$ cat config.mk
export PLATFORM = sky130hd
export DESIGN_NAME = pc_fetch_sequencer
export DESIGN_NICKNAME = d
export VERILOG_FILES = /design/src/rtl/pc_fetch_sequencer.sv
export SDC_FILE = /design/constraint.sdc
export NUM_CORES = 1
export LEC_CHECK = 0
export CAP_MARGIN = 15
export CORE_AREA = 2 2 64 60
export CTS_BUF_LIST = sky130_fd_sc_hd__clkbuf_4 sky130_fd_sc_hd__clkbuf_8 sky130_fd_sc_hd__clkbuf_16
export CTS_CLUSTER_SIZE = 20
export DETAILED_ROUTE_END_ITERATION = 8
export DIE_AREA = 0 0 66 62
export GPL_ROUTABILITY_DRIVEN = 0
export PLACE_DENSITY_LB_ADDON = 0.3
export SLEW_MARGIN = 20
export SYNTH_ARGS = -nofsm -noshare
export SYNTH_HDL_FRONTEND = slang
export SYNTH_SLANG_ARGS = --single-unit
export TNS_END_PERCENT = 100
$ cat constraint.sdc
create_clock -name clk -period 2.74 [get_ports clk]
set_input_delay 0.274 -clock clk [delete_from_list [all_inputs] [get_ports clk]]
set_output_delay 0.274 -clock clk [all_outputs]
set_load 0.005 [all_outputs]
$ cat src/rtl/pc_fetch_sequencer.sv
// Fetch-stage PC sequencer: arbitrates redirect / imem wait / load-use stall / advance.
// Optional perf counters are built only when PC_SEQ_PERF_EN is defined.
module pc_fetch_sequencer #(
  parameter int FLUSH_DEPTH = 2,
  parameter int MAX_STALL   = 16
) (
  input  logic        clk,
  input  logic        rst,
  input  logic        hz_stall,
  input  logic        imem_ready,
  input  logic        ex_is_cb,
  input  logic        ex_is_b,
  input  logic        ex_is_br,
  input  logic        ex_cond_met,
  output logic        pc_en,
  output logic        pc_sel_branch,
  output logic        pc_sel_uncond,
  output logic        pc_sel_reg,
  output logic        ifid_en,
  output logic        ifid_flush,
  output logic        idex_flush,
  output logic        fetch_valid,
  output logic        stall_timeout,
  output logic [31:0] perf_redirects,
  output logic [31:0] perf_stalls
);

  typedef enum logic [1:0] {
    BOOT   = 2'd0,
    RUN    = 2'd1,
    SHADOW = 2'd2
  } seqState_t;

  seqState_t  state, stateNext;
  logic [1:0] shadowCnt, shadowCntNext;
  logic [7:0] stallCnt;
  logic       taken;
  logic       stallCycle;

  assign taken      = ex_is_br | ex_is_b | (ex_is_cb & ex_cond_met);
  assign stallCycle = (state == RUN) && !taken && imem_ready && hz_stall;

  // NOTE: every output and next-state value gets a default first, so no path
  // through the case below can leave one unassigned and infer a latch.
  always_comb begin
    stateNext     = state;
    shadowCntNext = shadowCnt;
    pc_en         = 1'b0;
    pc_sel_branch = 1'b0;
    pc_sel_uncond = 1'b0;
    pc_sel_reg    = 1'b0;
    ifid_en       = 1'b0;
    ifid_flush    = 1'b0;
    idex_flush    = 1'b0;
    fetch_valid   = 1'b0;
    case (state)
      BOOT: begin
        ifid_flush = 1'b1;
        idex_flush = 1'b1;
        stateNext  = RUN;
      end
      RUN: begin
        if (taken) begin
          // BR outranks B, which outranks CB when several are asserted
          pc_en         = 1'b1;
          pc_sel_reg    = ex_is_br;
          pc_sel_branch = ~ex_is_br;
          pc_sel_uncond = ex_is_b & ~ex_is_br;
          ifid_en       = 1'b1;
          ifid_flush    = 1'b1;
          idex_flush    = (FLUSH_DEPTH >= 2);
          if (FLUSH_DEPTH > 1) begin
            stateNext     = SHADOW;
            shadowCntNext = 2'(FLUSH_DEPTH - 1);
          end
        end else if (!imem_ready) begin
          ifid_flush = 1'b1;
        end else if (hz_stall) begin
          idex_flush  = 1'b1;
          fetch_valid = 1'b1;
        end else begin
          pc_en       = 1'b1;
          ifid_en     = 1'b1;
          fetch_valid = 1'b1;
        end
      end
      SHADOW: begin
        // Wrong-path branches and stalls are ignored; only imem wait holds the PC.
        if (imem_ready) begin
          pc_en         = 1'b1;
          ifid_en       = 1'b1;
          fetch_valid   = 1'b1;
          shadowCntNext = shadowCnt - 2'd1;
          if (shadowCnt == 2'd1) stateNext = RUN;
        end else begin
          ifid_flush = 1'b1;
        end
      end
      default: stateNext = BOOT;
    endcase
  end

  // NOTE: sequential state uses non-blocking assignments so every flop samples
  // the pre-edge values regardless of statement order.
  always_ff @(posedge clk or negedge rst) begin
    if (!rst) begin
      state         <= BOOT;
      shadowCnt     <= 2'd0;
      stallCnt      <= 8'd0;
      stall_timeout <= 1'b0;
    end else begin
      state     <= stateNext;
      shadowCnt <= shadowCntNext;
      if (stallCycle) begin
        if (stallCnt != 8'hFF) stallCnt <= stallCnt + 8'd1;
        if ((int'(stallCnt) + 1) >= MAX_STALL) stall_timeout <= 1'b1;
      end else begin
        stallCnt <= 8'd0;
      end
    end
  end

`ifdef PC_SEQ_PERF_EN
  logic        redirect;
  logic [31:0] perfRedir, perfStall;

  assign redirect = (state == RUN) && taken;

  always_ff @(posedge clk or negedge rst) begin
    if (!rst) begin
      perfRedir <= 32'd0;
      perfStall <= 32'd0;
    end else begin
      if (redirect && perfRedir != 32'hFFFF_FFFF) perfRedir <= perfRedir + 32'd1;
      if (stallCycle && perfStall != 32'hFFFF_FFFF) perfStall <= perfStall + 32'd1;
    end
  end

  assign perf_redirects = perfRedir;
  assign perf_stalls    = perfStall;
`else
  assign perf_redirects = 32'd0;
  assign perf_stalls    = 32'd0;
`endif

endmodule

# After elaboration in Yosys (flattened, before gate mapping)
# Cells that the tools add are included.
# word_totals
register_bits,13
latch_bits,0
ramBits,0
mem_bits_ro,0
in_bits,8
output_inout_bits,73
elab_cells,59
n_memories,0
# classes
addsub,3
mul,0
n_div,0
magnitude_cmp,1
n_eq_ne,8
n_shift,0
muxes,29
bitwise,5
reduce_logical,9
# ops
cell,n
$mux 1,16
$mux 8,2
$mux 2,5
$add 8x1->9 const B,1
$ge 9x5->1 const B,1
$add 8x1->8 const B,1
$ne 8x8->1 const B,1
$ne 2x2->1 const B,3
$pmux 1 s2,3
$pmux 2 s3,1
$reduce_and 3->1,2
$eq 2x1->1 const B,2
$pmux 2 s2,1
$logic_and 1x1->1,3
$pmux 1 s3,1
$and 1x1->1,2
$eq 2x2->1 const B,1
$logic_not 2->1,1
$ne 2x1->1 const B,1
$or 1x1->1,2
$reduce_and 2->1,1
$reduce_bool 2->1,1
$sub 2x1->2 const B,1
$logic_not 1->1,1
$not 1->1,1

# Longest topological paths before layout
# logic_depth
word_depth,7
mapped_depth,6
depth_no_buf,6

# Worst setup path after synthesis
# No wires, ideal clock.
# synth_path
path_type,register to output
start,register state[0]
end,output port ifid_flush
t_arrival_ns,1.180
required_ns,2.466
slack_ns,1.286
stages_incl_launch_ff,7
n_path_buf,0
path_cell_list,dfrtp_1 -> inv_1 -> ha_1 -> nor2b_1 -> a2bb2oi_1 -> nor2_1 -> nor2_1
# synth_via
elab_chain_cells,2
word_cells_on_any_way,4
cone_classes,eq/ne: 2; mux: 1; reduce/logical: 1
# synth_rtl
element,line_no,text
start: declaration,34,"seqState_t state, stateNext;"
start signal: assignment,112,state <= stateNext;
"$eq 2x2->1, or another cell as far along",56,case (state)
$pmux 1 s3 (*),56,
end: declaration,20,"output logic ifid_flush,"
# Mark *: on every way between the ends. The rest lies on a longest branch, timed or not.

# Worst setup path in the final report
# Ends and elaborated chain as after synthesis.

==> results.md <==
- Ports: between 80 and 90
- Area Growth Syn to Fin: 0.751%
- Initial core utilization: 37.8%
- Prevailing post-synth register cell: dfrtp_1
- Drt wl/cell: 8.62 um
- Period utilization: between 80 and 90%
- Share of layout cells above drive strength 1: under 10%
- Core Footprint: 3520 sq um
- Yosys warns: 0
- Seq pwr share: 29.6%
- Die Y: 62 um
- RSZ-0062 raised after global routing: false
- Comb power frac: 47.4%
- Top cell type's share of synthesized area: 36.6%
- Element type at the critical path start: flop
- Antenna viol nets, final: 0
- Final hold vios: 0
- Status: completed
- Die Area: 4090 sq um
- Fmax: ~420 MHz
- DRC: 0
- Post-Syn Instances: 157
- Top cells by area, synth: buf_4, dfrtp_1, ha_1
- Number of global-route vias before repair: 614
- Total track usage: roughly 8.6%
- P per Cell Area: 575 nW/um^2
- Hold_buf cts: 0
- First-pass GRT wire length: 2.78 mm
- CTS max path bufs: 2
- Initial antenna violation count: 0
- Core Rows: 21
- Clock Power Share: 23.0%
- Root buffer selected by CTS: clkbuf_8
- WS Path Type: reg -> out
- Number of setup buffers added after CTS: 0
- Worst slew margin: between 60% and 70%
- Most frequent cells in the layout: conb_1, clkdlybuf4s50_1, dfrtp_1, o21ai_0, nor2_1
- Die Width: 66 um
- First-pass DRT Iterations: 3
- Clock sink count: 13
- Vias/cell: 3.88
- Post-synth EDFFs: 0
- Largest net degree at the start of global routing: 14
- Clk_lat worst skew: 240 ps
- Post-Layout Cell Count: 220
- DR iter-0 viols: 45
- Arrival time worst endpoint: 2100 ps
- P_sw: around 0.26 mW
- CTS buffer count: 3
- Final min period: between 2000 and 2500 ps
- Worst Tran Pin Value: about 560 ps
- PortBufs: 16
- Final setup vio count: 0
- Yosys reg bits: 13
- Dpl hpwl: between 1.5 and 2 mm
- Internal cell power: 0.516 mW
- Commonest non-fill, non-tap cell in the layout: conb_1
- TritonCTS clock tree: built
- Seq/Total Area, Yosys: approximately a quarter
- Switching Fraction: 33.1%
- # nets final: roughly 190
- Area leader, netlist: buf_4
- Placed insts: 216
- Final WL: 1.90 mm
- Ant. Diodes: 0
- Setup skew after layout: 1.27 ps
- Worst hold path type: in -> async
- Vias after detailed routing: between 800 and 900
- Max cap viols: 0
- Ys async rst share: 100%
- Leakage power: between 0.6 and 0.7 nW
- CTS resizes: 0
- Distinct cells, synth: 36
- CP max FO: 8
- Peak supply drop: 0.000143 V
- CP Capture Type: primary output
- Netlist Area Pre-Place: 1330 sq um
- Grt ovf: 0
- H-Tree Depth: 1
- CTS clk-pin slew, worst paths: about 50 ps
- Setup TNS: 0 ps
- Crit path required time: between 2000 and 2500 ps
- Avg Synthesized Cell Area: 8.49 sq um
- Max-slew violation count: 0
==> through the flow <==
| step | worst slack (ps) | util, % | total power [mW] | hold WS, ps | cell area (sq um) |
|---|---|---|---|---|---|
| 2_1_floorplan | 1290 | - | 0.520 | -21.6 | 1570 |
| 5_1_grt | 201 | 38.1 | 0.834 | 447 | 1340 |
| 4_1_cts | 339 | 38.1 | 0.778 | 421 | 1340 |
| 6_report | 364 | 38.1 | 0.772 | 395 | 1340 |
| 3_3_place_gp | 451 | 36.7 | 0.607 | 509 | 1290 |
| 3_5_place_dp | 447 | 36.7 | 0.597 | 512 | 1290 |
==> critical path, cell delays in order (launching register included) <==
cell and delay [ps]:
dfrtp_1 410, inv_1 100, ha_1 310, nor2b_1 210
a2bb2oi_1 190, nor2_1 50, nor2_1 90, clkdlybuf4s50_1 510
==> state kept, by name (all words and copies together) (netlist names) <==
signal	flops
shadowCnt	2
stallCnt	8
stall_timeout	1
state	2
==> power by group through the flow <==
| stage | clock network [mW] | logic (mW) | registers [mW] |
|---|---|---|---|
| 2_1_floorplan | 0 | 0.293 | 0.227 |
| 3_3_place_gp | 0 | 0.375 | 0.231 |
| 3_5_place_dp | 0 | 0.364 | 0.233 |
| 4_1_cts | 0.181 | 0.368 | 0.229 |
| 5_1_grt | 0.193 | 0.410 | 0.232 |
| 6_report | 0.178 | 0.366 | 0.228 |
==> layer usage <==
metal / track usage, % / routed length [um]
met3: 1.08 / 128
met2: 15.4 / 925
met1: 11.1 / 828
met4: 2.62 / 14
met5: 0 / 0
==> area by class of cell <==
type,instances,area (sq um)
fill,369,2180
clock buffer,4,48.8
sequential,13,325
tap,46,57.6
timing repair buffer,16,160
multi-input combinational,136,732
inverter,5,18.8
==> cells in the mapped netlist, types with 2 or more instances <==
cell     count
a21o_1       2
a21oi_1      6
a31oi_1      2
buf_4       65
dfrtp_1     13
ha_1         6
inv_1        5
nand2_1      5
nand3_1      6
nor2_1       7
nor2b_1      6
o21ai_0      7
xnor2_1      2
xor2_1       3
==> kinds of logic (layout without fill, tap and decap cells) <==
kind of cell,after synthesis,after routing,share of synthesized area (%)
buffers and inverters,71,25,38.4
AND/OR/NAND/NOR,34,34,14.2
AO/OA/AOI/OAI,26,26,13.1
flip-flops,13,13,24.4
adder cells (fa/ha/maj),6,6,5.63
XOR/XNOR,5,5,3.29
other,1,64,0.281
multiplexers,1,1,0.751
==> worst paths after layout <==
| path | startpoint | endpoint | slack (ps) | cells after the start |
|---|---|---|---|---|
| max | state[0] | ifid_flush | 360 | 7 |
| min reg2reg | shadowCnt[1] | shadowCnt[1] | 510 | 2 |
| min in group clk | shadowCnt[1] | shadowCnt[1] | 510 | 2 |
| min | rst | stallCnt[1] | 390 | 1 |
| max in group asynchronous | rst | shadowCnt[0] | 1980 | 1 |
| max reg2reg | state[1] | stallCnt[2] | 1080 | 6 |
(Power assumes the default switching activity.)
